--- src/rtl/fx_gate_env_ctrl_if.sv ---
// Sample/parameter bus into the gate envelope controller and gain/state bus back out.
`default_nettype none

interface fx_gate_env_ctrl_if #(
  parameter int DATA_W  = 16,
  parameter int PARAM_W = 7,
  parameter int GAIN_W  = 8
);
  logic                          sample_valid_i;
  logic [1:0][DATA_W-1:0]        audio_in_i;
  logic [PARAM_W-1:0]            threshold_i;
  logic [PARAM_W-1:0]            attack_i;
  logic [PARAM_W-1:0]            release_i;
  logic [GAIN_W-1:0]             gain_o;
  logic                          gain_valid_o;
  logic                          gate_open_o;
  logic [1:0]                    state_o;

  modport master (
    output sample_valid_i, audio_in_i, threshold_i, attack_i, release_i,
    input  gain_o, gain_valid_o, gate_open_o, state_o
  );

  modport slave (
    input  sample_valid_i, audio_in_i, threshold_i, attack_i, release_i,
    output gain_o, gain_valid_o, gate_open_o, state_o
  );
endinterface

`default_nettype wire

--- src/rtl/fx_gate_env_ctrl.sv ---
// Stereo noise-gate envelope: peak detect, threshold compare, CLOSED/ATTACK/OPEN/RELEASE gain ramp.
// Define FX_GATE_HYST_EN to make the OPEN hold decision use a threshold 6 dB below the open point.
`default_nettype none

module fx_gate_env_ctrl #(
  parameter int DATA_W       = 16,
  parameter int PARAM_W      = 7,
  parameter int GAIN_W       = 8,
  parameter int HOLD_SAMPLES = 480
) (
  input  wire logic         clk,
  input  wire logic         reset,
  fx_gate_env_ctrl_if.slave bus
);
  localparam int                SHIFT     = DATA_W - 1 - PARAM_W;
  localparam int                HOLD_W    = $clog2(HOLD_SAMPLES + 1);
  localparam logic [GAIN_W-1:0] GAIN_MAX  = '1;
  localparam logic [HOLD_W-1:0] HOLD_INIT = HOLD_W'(HOLD_SAMPLES);

  localparam logic [1:0] ST_CLOSED  = 2'b00;
  localparam logic [1:0] ST_ATTACK  = 2'b01;
  localparam logic [1:0] ST_OPEN    = 2'b10;
  localparam logic [1:0] ST_RELEASE = 2'b11;

  logic [1:0]         state_q, state_d;
  logic [GAIN_W-1:0]  gain_q, gain_d;
  logic [PARAM_W-1:0] presc_q, presc_d;
  logic [HOLD_W-1:0]  hold_q, hold_d;
  logic               valid_q;

  // Magnitude with the most negative code clamped to the largest positive one.
  function automatic logic [DATA_W-2:0] sat_abs(input logic [DATA_W-1:0] x);
    logic [DATA_W-1:0] neg;
    neg = -x;
    if (!x[DATA_W-1])       return x[DATA_W-2:0];
    else if (neg[DATA_W-1]) return '1;
    else                    return neg[DATA_W-2:0];
  endfunction

  logic [DATA_W-2:0]  abs_l, abs_r, lvl, thr_open;
  logic               above, above_close, step;
  logic [PARAM_W-1:0] step_param;

  assign abs_l    = sat_abs(bus.audio_in_i[0]);
  assign abs_r    = sat_abs(bus.audio_in_i[1]);
  assign lvl      = (abs_l > abs_r) ? abs_l : abs_r;
  assign thr_open = (DATA_W-1)'(bus.threshold_i) << SHIFT;
  assign above    = (lvl >= thr_open);
`ifdef FX_GATE_HYST_EN
  assign above_close = (lvl >= (thr_open >> 1));
`else
  assign above_close = above;
`endif

  assign step_param = (state_q == ST_RELEASE) ? bus.release_i : bus.attack_i;
  assign step       = (presc_q >= step_param);

  always_ff @(posedge clk) begin
    if (reset) begin
      state_q <= ST_CLOSED;
      gain_q  <= '0;
      presc_q <= '0;
      hold_q  <= '0;
      valid_q <= 1'b0;
    end else begin
      state_q <= state_d;
      gain_q  <= gain_d;
      presc_q <= presc_d;
      hold_q  <= hold_d;
      valid_q <= bus.sample_valid_i;
    end
  end

  always_comb begin
    state_d = state_q;
    gain_d  = gain_q;
    presc_d = presc_q;
    hold_d  = hold_q;
    if (bus.sample_valid_i) begin
      case (state_q)
        ST_CLOSED: begin
          gain_d  = '0;
          presc_d = '0;
          if (above) state_d = ST_ATTACK;
        end
        ST_ATTACK: begin
          if (gain_q == GAIN_MAX) begin
            state_d = ST_OPEN;
            hold_d  = HOLD_INIT;
            presc_d = '0;
          end else if (step) begin
            gain_d  = gain_q + GAIN_W'(1);
            presc_d = '0;
            if (gain_q == GAIN_MAX - GAIN_W'(1)) begin
              state_d = ST_OPEN;
              hold_d  = HOLD_INIT;
            end
          end else begin
            presc_d = presc_q + PARAM_W'(1);
          end
        end
        ST_OPEN: begin
          gain_d  = GAIN_MAX;
          presc_d = '0;
          if (above_close) begin
            hold_d = HOLD_INIT;
          end else begin
            hold_d = (hold_q == '0) ? '0 : hold_q - HOLD_W'(1);
            if (hold_q <= HOLD_W'(1)) state_d = ST_RELEASE;
          end
        end
        default: begin
          // Re-triggering resumes the ramp from the current gain instead of restarting it.
          if (above) begin
            state_d = ST_ATTACK;
            presc_d = '0;
          end else if (gain_q == '0) begin
            state_d = ST_CLOSED;
            presc_d = '0;
          end else if (step) begin
            gain_d  = gain_q - GAIN_W'(1);
            presc_d = '0;
            if (gain_q == GAIN_W'(1)) state_d = ST_CLOSED;
          end else begin
            presc_d = presc_q + PARAM_W'(1);
          end
        end
      endcase
    end
  end

  always_comb begin
    bus.gain_o       = gain_q;
    bus.gain_valid_o = valid_q;
    bus.gate_open_o  = (state_q != ST_CLOSED);
    bus.state_o      = state_q;
  end

endmodule

`default_nettype wire

--- src/flat_wrapper.sv ---
// flat-port wrapper written by rule: the top's interface ports become plain ports
module fx_gate_env_ctrl_flat 
#(
  parameter int DATA_W       = 16,
  parameter int PARAM_W      = 7,
  parameter int GAIN_W       = 8,
  parameter int HOLD_SAMPLES = 480
)
  (clk, reset, bus_sample_valid_i, bus_audio_in_i, bus_threshold_i, bus_attack_i, bus_release_i, bus_gain_o, bus_gain_valid_o, bus_gate_open_o, bus_state_o);
  fx_gate_env_ctrl_if #(.DATA_W(DATA_W), .PARAM_W(PARAM_W), .GAIN_W(GAIN_W)) bus_i ();
  input  wire logic clk;
  input  wire logic reset;
  input wire logic [$bits(bus_i.sample_valid_i)-1:0] bus_sample_valid_i;
  input wire logic [$bits(bus_i.audio_in_i)-1:0] bus_audio_in_i;
  input wire logic [$bits(bus_i.threshold_i)-1:0] bus_threshold_i;
  input wire logic [$bits(bus_i.attack_i)-1:0] bus_attack_i;
  input wire logic [$bits(bus_i.release_i)-1:0] bus_release_i;
  output wire logic [$bits(bus_i.gain_o)-1:0] bus_gain_o;
  output wire logic [$bits(bus_i.gain_valid_o)-1:0] bus_gain_valid_o;
  output wire logic [$bits(bus_i.gate_open_o)-1:0] bus_gate_open_o;
  output wire logic [$bits(bus_i.state_o)-1:0] bus_state_o;
  assign bus_i.sample_valid_i = bus_sample_valid_i;
  assign bus_i.audio_in_i = bus_audio_in_i;
  assign bus_i.threshold_i = bus_threshold_i;
  assign bus_i.attack_i = bus_attack_i;
  assign bus_i.release_i = bus_release_i;
  assign bus_gain_o = bus_i.gain_o;
  assign bus_gain_valid_o = bus_i.gain_valid_o;
  assign bus_gate_open_o = bus_i.gate_open_o;
  assign bus_state_o = bus_i.state_o;
  fx_gate_env_ctrl #(.DATA_W(DATA_W), .PARAM_W(PARAM_W), .GAIN_W(GAIN_W), .HOLD_SAMPLES(HOLD_SAMPLES)) u_core (.clk(clk), .reset(reset), .bus(bus_i));
endmodule
--- config.mk ---
export PLATFORM = sky130hd
export DESIGN_NAME = fx_gate_env_ctrl_flat
export DESIGN_NICKNAME = d
export VERILOG_FILES = /design/src/rtl/fx_gate_env_ctrl_if.sv /design/src/rtl/fx_gate_env_ctrl.sv /design/src/flat_wrapper.sv
export SDC_FILE = /design/constraint.sdc
export NUM_CORES = 1
export LEC_CHECK = 0
export CAP_MARGIN = 20
export CORE_MARGIN = 2
export CORE_UTILIZATION = 40
export CTS_CLUSTER_DIAMETER = 200
export DETAILED_ROUTE_END_ITERATION = 8
export HOLD_SLACK_MARGIN = 0.06
export PLACE_DENSITY = 0.74
export RECOVER_POWER = 50
export SLEW_MARGIN = 20
export SYNTH_ARGS = -nofsm -noshare
export SYNTH_HDL_FRONTEND = slang
export SYNTH_SLANG_ARGS = --single-unit
--- constraint.sdc ---
create_clock -name clk -period 9.65 [get_ports clk]
set_clock_uncertainty 0.15 [all_clocks]
set_input_delay 2.895 -clock clk [delete_from_list [all_inputs] [get_ports clk]]
set_output_delay 2.895 -clock clk [all_outputs]
set_load 0.1 [all_outputs]
Word level (Yosys, flattened, before mapping):

Index checks and enable logic that the tools add are counted.

* flip-flop bits (word level): 27
* output and inout port bits: 12
* logic and storage cells: 76

* add/sub/neg operators: 6
* $lt $le $gt $ge: 4
* equal/unequal tests: 15
* mux-type cells: 34
* reduce and logical (&&, ||, !) cells: 12

Operators with widths (count)
* $mux W15: 5
* $mux W9: 5
* $mux W8: 5
* $mux W7: 5
* $neg A16 Y16: 2
* $pmux W8 S3: 1
* $mux W2: 10
* $pmux W9 S2: 1
* $eq A8 B8 Y1 const B: 2
* $ge A15 B15 Y1: 1
* $gt A15 B15 Y1: 1
* $pmux W7 S2: 1
* $reduce_bool A5 Y1: 2
* $le A9 B1 Y1 const B: 1
* $logic_not A9 Y1: 1
* $sub A9 B1 Y9 const B: 1
* $add A8 B1 Y8 const B: 1
* $eq A8 B1 Y1 const B: 1
* $logic_not A8 Y1: 1
* $ne A4 B4 Y1 const B: 2
* $reduce_and A8 Y1: 1
* $sub A8 B1 Y8 const B: 1
* $add A7 B1 Y7 const B: 1
* $ge A7 B7 Y1: 1
* 12 further kinds: 18

Longest topological paths before layout:

* depth after elaboration: 8
* mapped depth: 27
* gate-level depth less buffers: 25

Worst setup path after synthesis:

No wires, ideal clock.

* kind: input to register
* start: input bus_audio_in_i[0]
* end: register u_core.gain_q[0] (netlist: u_core.bus.gain_o[0])
* setup time: 0.085 ns
* arrival: 8.840 ns
* slack: 0.575 ns
* stages on the path: 24
* buffers on the path: 1
* path through: inv_1 ha_1 nor3b_1 nand3_1 or3_1 or3_1 nor3_1 a21oi_1 o22a_1 ha_1 nand4_1 nor4_1 a21oi_1 mux2_2 ha_1 nand4_1 a211oi_1 nand4_1 or4_1 o32a_2 a2111o_1 and2_1 buf_6 o31ai_2

* longest elaborated chain between the ends: 8

Ends and longest elaborated chain
* start: declaration: line flat_wrapper.sv:14 `input wire logic [$bits(bus_i.audio_in_i)-1:0] bus_audio_in_i;`
* $neg A16 Y16: line fx_gate_env_ctrl.sv:34 `neg = -x;`
* $mux W15: line fx_gate_env_ctrl.sv:36 `else if (neg[DATA_W-1]) return '1;`
* $mux W15 (*): line fx_gate_env_ctrl.sv:35 `if (!x[DATA_W-1]) return x[DATA_W-2:0];`
* $gt A15 B15 Y1: line fx_gate_env_ctrl.sv:46 `assign lvl = (abs_l > abs_r) ? abs_l : abs_r;`
* $mux W15 (*): line fx_gate_env_ctrl.sv:46
* $ge A15 B15 Y1 (*): line fx_gate_env_ctrl.sv:48 `assign above = (lvl >= thr_open);`
* $ne A4 B4 Y1 (no source line) (*)
* $reduce_and A6 Y1 (no source line) (*)
* end signal: assignment: line fx_gate_env_ctrl.sv:67 `gain_q <= gain_d;`
* end: declaration: line fx_gate_env_ctrl.sv:26 `logic [GAIN_W-1:0] gain_q, gain_d;`

Every way passes the cells marked *; elsewhere a longest branch is shown, timed or not.
A chain may end at the register's enable or synchronous reset.

Final worst setup path:

* start: input bus_audio_in_i[0]
* end: register u_core.gain_q[1] (netlist: u_core.bus.gain_o[1])

The elaborated chain is that of the path after synthesis.

==> results.cfg <==
[logic_synthesis]
synth_fp_nets = 628
synth_top_family_by_area = compound AO/OA/AOI/OAI gates
synth-xor-area-share = 0.0422
synth-simple-area-share = 0.284
syn_area_um2 = 3730
syn_avg_cell_area_um2 = 7.06
synth.area.mux_share = 0.0332
ys_ff_latch = 27
synth_edf_count = 0
synth_fa_ha_area_frac = 0.144
async_flop_share = 0
ys_types = 61
yosysSeqAreaShare = 0.145
ys_warn_count = 0
synth-compound-area-share = 0.291
postSynthCellCount = 529
synthFlopType = dfxtp_1

[critical_path]
r2r_slack_ps = 5660
cp_max_fo = 8
crit_arrival_ps = 9330
required_ps = 9690
crit_start = bus_audio_in_i[0]
ff2ff_path_depth = 10
reg2reg_from = u_core.bus.state_o[0]
startpoint_type = input pin
crit_type = input pin to flop
r2r-end = u_core.hold_q[2]
worstSetupEndpointType = flop

[timing]
hold_ws_ps = 327
setup_tns_ps = 0
max_freq_mhz = 108
setup_violations = 0
finalHoldViolCount = 0
drv_slew = 0
tightest_slew_ps = 989
grt_setup_unrepaired = no
max_slew_margin = 0.338
period_needed_ps = 9290
period_share = 0.963

[power_and_ir_drop]
clockPowerShare = 0.095
p_switching_uw = 379
powerDensity_nw_per_um2 = 153
vdd_ir_drop_max_v = 0.000171
p_seq_frac = 0.230
swShare = 0.540
pwr-share-comb = 0.675
p_int_uw = 323
cellLeakagePower_uw = 0.00177

[clocking]
clkTransAtPathRegs_ps = 100
clock_latency_ps = 280
post_cts_resized = 0
cts_sinks = 27
numCtsBuffers = 3
cts_hold_buf = 0
cts-root-buf = clkbuf_8
cts_setup_buffers = 0
cts_tree = yes
clockBufferDepth = 2
htreeDepth = 1

[placement]
port_buffers = 67
place_area_um2 = 4530
place_hpwl_mm = 8.17
gp_congestion = 0.913
dp.cells = 693

[job]
cap_violations = 0

[routing]
vias_per_cell = 6.07
via_count = 4234
drt-initial-drc-count = 253
wirelength_mm = 10.5
route.detailed.drc = 0
post_drt_wl_per_cell_um = 15.0
ant_nets = 0
firstDrtPassIters = 5

[global_routing]
first_global_vias = 3892
grt_pass1_wl_mm = 17.3
grt_antenna_before_repair = 0
grt_use_total = 0.201
grt_max_degree = 30
gr-total-overflow = 0

[final_layout]
layout-drive-gt1-share = 0.0666
antenna_cells = 0
layout.nets = 686
seq_area_um2 = 541
multi_input_area_um2 = 2990
instances_no_fill = 697
most-common-layout-cells = clkdlybuf4s50_1 (54), nor2_1 (45), nand2_1 (45)
stdcell_area_um2 = 4590
layout_commonest_cell = clkdlybuf4s50_1
area_delta_synth_final_pct = 23.0
fill_cells = 872

[die]
die_area_um2 = 10100
initial_utilization = 0.408
core_area_um2 = 9150
num_rows = 35
die_w_um = 101
die_h_um = 101
pin_count = 68

[worst_hold_path]
min_to = u_core.hold_q[7]
hold_path_class = flop to flop
hold_path_depth = 2
hp-start = u_core.hold_q[7]

[run_status]
status = complete, no violations
-- flip-flops by register name, indices dropped and copies added, names as in the netlist --
name                     flops
u_core.hold_q                9
u_core.bus.state_o           2
u_core.bus.gain_o            8
u_core.presc_q               7
u_core.bus.gain_valid_o      1
-- worst max path at each step --
stage          cells after the start              endpoint  slack [ps]
2_1_floorplan                     24  u_core.bus.gain_o[0]         580
3_3_place_gp                      25  u_core.bus.gain_o[1]         300
3_5_place_dp                      25  u_core.bus.gain_o[1]         -50
4_1_cts                           25  u_core.bus.gain_o[1]         220
5_1_grt                           26  u_core.bus.gain_o[1]          20
6_report                          26  u_core.bus.gain_o[1]         360
-- power by group through the flow --
stage          Clock [µW]  Combinational [µW]  Sequential (µW)
2_1_floorplan           0                 281              229
3_3_place_gp            0                 459              162
3_5_place_dp            0                 471              162
4_1_cts              67.0                 475              160
5_1_grt              71.6                 515              164
6_report             66.6                 473              161
-- cell families (layout without fill, tap and decap cells) --
group,after synthesis,after routing
and+or+nand+nor,210,210
AOI/OAI and AO/OA,161,161
buffers and inverters,58,115
adders and majority gates,43,43
DFF,27,27
xor gates and xnor gates,18,18
muxes,12,12
-- critical path, stage by stage --
cell and delay (ps):
clkdlybuf4s50_1 460, inv_1 140, ha_1 290, nor3b_4 280
nand3_1 130, or3_1 370, or3_1 370, nor3_1 230
a21oi_1 110, o22a_1 230, ha_1 310, nand4_1 160
nor4_1 440, a21oi_2 110, buf_4 170, nand2_1 50
o21ai_0 80, ha_1 300, nand4_1 110, a211oi_1 230
nand4_1 120, or4_1 420, o32a_2 370, a2111o_1 440
and2_1 280, o31ai_2 230
-- metrics by stage --
stage / total power, µW / worst slack (ps) / utilization
after floorplan: 510 / 575 / -
after global placement: 621 / 305 / 0.495
after detailed placement: 634 / -50.7 / 0.495
after CTS: 702 / 224 / 0.500
after global routing: 750 / 19.9 / 0.502
final: 702 / 361 / 0.502
-- final cells by class --
class	count	area share
multi-input cells	444	0.651
repair buffers	79	0.165
flip-flops and latches	27	0.118
well taps	111	0.0302
inverters	32	0.0261
clock buffers	3	0.00899
clock inverters	1	0.00163
-- synth_stat cells, types with 7 or more instances --
cell type / instances / share of area
nand4_1: 11 / 0.018
xnor2_1: 9 / 0.021
or2_2: 7 / 0.012
nand3_1: 24 / 0.032
a31oi_1: 15 / 0.025
nor3_1: 20 / 0.027
dfxtp_1: 27 / 0.14
inv_1: 31 / 0.031
ha_1: 43 / 0.14
xor2_1: 9 / 0.021
or3_1: 13 / 0.022
a211oi_1: 10 / 0.020
a21oi_1: 30 / 0.040
nor4_1: 7 / 0.012
nand2b_1: 13 / 0.022
nand2_1: 45 / 0.045
mux2i_1: 9 / 0.024
a21o_1: 7 / 0.014
o21ai_0: 43 / 0.058
nor2_1: 45 / 0.045
clkbuf_1: 22 / 0.022
-- layer usage --
layer,global-route usage,vias up,share of wire
li1,-,2090,-
met4,0.0527,0,0.017
met2,0.349,148,0.48
met1,0.261,1974,0.44
met5,0,-,0
met3,0.0277,22,0.061
Note: power is estimated with default switching activity, not from simulation.
==> edit (config.mk and constraints unchanged) <==
Make the reset (`reset`) asynchronous in one clocked block.
--- a/src/rtl/fx_gate_env_ctrl.sv
+++ b/src/rtl/fx_gate_env_ctrl.sv
@@ -55,7 +55,7 @@
   assign step_param = (state_q == ST_RELEASE) ? bus.release_i : bus.attack_i;
   assign step       = (presc_q >= step_param);
 
-  always_ff @(posedge clk) begin
+  always_ff @(posedge clk or posedge reset) begin
     if (reset) begin
       state_q <= ST_CLOSED;
       gain_q  <= '0;
Function: differs if reset is asserted again (counterexample within 4 cycles, from zero or initial values and one cycle with reset high); with reset held inactive, the same outputs for 10 cycles.
==> edit against the original RTL <==
Critical endpoint is now u_core.bus.gain_o[1]$_DFFE_PP0P_; die area grew 3.1%; sequential share of layout area up 2.7 points; sequential power up 32%; routed wire length down 0.83%; total power increased by 44%; sequential cell count is the same; setup slack better by 0.30 ns; largest power group unchanged; cell area up 1.6%; area after synthesis up 3.3%; fmax grew 3.3%; via count fell by 4.2%.
==> edit: results (changes against the original RTL) <==
outcome finished, final reports clean; final wirelength 10,390 um (-0.83%); Switching Share 0.5683 (+0.02843); Reg with most FFs u_core.hold_q; Ant. Diodes 0 (unchanged); CP Data Arrival Time 9.02 ns (-0.31 ns); initial antenna violation count 0 (unchanged); post-cts gate resize count 0 (unchanged); H-Tree Depth 1 (unchanged); Worst-path clk slew 0.10 ns (about the same); via count 4,055 (-4.2%); Async SR Flop Fraction 1.000 (+1.000); Starting DRT DRC Count 200 (-21%); Final Hold Fails 0 (unchanged); DRT Pass-1 Iters 5 (unchanged); Placed Area 4618 um2 (+2.0%); Worst Tran Pin Value 1.094 ns (+0.1049 ns); top_reg_cell synth dfrtp_1; sequential fraction of the synthesis area 0.1752 (+0.03043); crit path max fanout 13 (+5); post-DP HPWL 8179 um (+0.13%); routability cong. 0.8705 (-4.6%); Num CTS Buffers 3 (unchanged); first-pass GRT wire length 17,150 um (-0.80%); largest cells by area after synthesis dfrtp_1 (18%), ha_1 (14%), o21ai_0 (4.4%), a21oi_1 (3.9%), nor2_1 (3.8%); Hold Crit Class flip-flop to flip-flop; CP peak stage delay 0.53 ns (+0.07 ns); worst hold path startpoint u_core.hold_q[3]$_DFFE_PP0P_; max reg flops 9 (unchanged); leakage power 0.001828 uW (+3.2%); FILL cells 922 (+5.7%); Total GRT Usage 0.1985 (-0.002872); CTS max path bufs 2 (unchanged); number of global-route vias before repair 3,863 (-0.75%); most frequent cells after synthesis ha_1 (43), nor2_1 (39), nand2_1 (35), o21ai_0 (34), a21oi_1 (30); worst vdd ir 0.0001681 V (-1.5%); reg2reg start u_core.bus.state_o[0]$_DFFE_PP0P_; buffer count from post-CTS setup fixing 0 (unchanged); Synth cell types 73 (+20%); largest net degree at the start of global routing 30 (unchanged); CTS Root Cell clkbuf_8; share of cells above drive strength 1 0.05776 (-0.008791); post-synth net total 602 (-4.1%); nets 654 (-4.7%); worst skew pair latency 0.29 ns; synth warn 0 (unchanged); Critical-path top delay cell or3b_2; Buffers on Ports 67 (unchanged); Worst Setup SP bus_audio_in_i[16]
-- edit: changes by cell type in the layout (fill, tap and decap cells not counted), sizes merged, moves of 7 or more --
cell    unedited run  this run
nand2             45        36
nor3              20        29
a211oi            14         5
a31oi             15         8
dfxtp             27         0
dfrtp              0        27
o21a               3        10
-- edit: cell families after synthesis --
group                    synth area share
adder cells (fa/ha/maj)            0.1395
multiplexers                      0.04573
flip-flops                         0.1752
AO/OA/AOI/OAI                      0.2757
AND/OR/NAND/NOR                    0.2634
buffers and inverters             0.05741
XOR/XNOR                          0.04314
-- edit: metal layers --
layer | routed length [um] | track usage | up-vias
li1 | - | - | 1985
met2 | 5106 | 0.3654 | 138
met1 | 4563 | 0.2433 | 1913
met3 | 549 | 0.02189 | 19
met5 | 0 | 0 | -
met4 | 166 | 0.05744 | 0
-- edit: critical path, delay by kind of cell --
kind                       cells  cell delay (ns)
AOI/OAI and AO/OA              8             2.00
and+or+nand+nor                8             1.74
buffers and inverters          3             0.82
adders and majority gates      3             0.78
muxes                          2             0.60
xor gates and xnor gates       1             0.17
-- edit: final timing paths --
| kind | end | slack (ns) | cells past startpoint |
|---|---|---|---|
| max reg2reg | u_core.hold_q[1]$_DFFE_PP0P_ | 5.02 | 11 |
| max in group asynchronous | u_core.presc_q[6]$_DFFE_PP0P_ | 5.53 | 2 |
| min | u_core.hold_q[3]$_DFFE_PP0P_ | 0.36 | 1 |
| min reg2reg | u_core.hold_q[3]$_DFFE_PP0P_ | 0.36 | 1 |
| min in group asynchronous | u_core.bus.gain_o[0]$_DFFE_PP0P_ | 3.17 | 2 |
| max | u_core.bus.gain_o[1]$_DFFE_PP0P_ | 0.66 | 25 |
-- edit: area by class of cell --
class	instances	area, um2	area share
flip-flops and latches	27	675.6	0.1448
inverters	28	105.1	0.02252
clock inverters	1	7.507	0.001609
well taps	129	161.4	0.03458
clock buffers	3	41.29	0.008847
repair buffers	73	715.7	0.1534
multi-input cells	422	2960	0.6343
-- edit: power groups by stage --
| stage | combinational (uW) | clock, uW | sequential (uW) |
|---|---|---|---|
| finish | 727 | 69.3 | 213 |
| global route | 790 | 75.7 | 221 |
| CTS | 727 | 70.9 | 213 |
| detailed placement | 723 | 0 | 215 |
| global placement | 708 | 0 | 212 |
| floorplan | 428 | 0 | 333 |
-- edit: stage by stage --
step,worst slack [ns],util,cells
2_1_floorplan,1.218,-,503
3_3_place_gp,0.5318,0.4974,679
3_5_place_dp,0.3731,0.4974,679
4_1_cts,0.6729,0.5027,683
5_1_grt,0.2161,0.5027,683
6_report,0.6573,0.5027,683
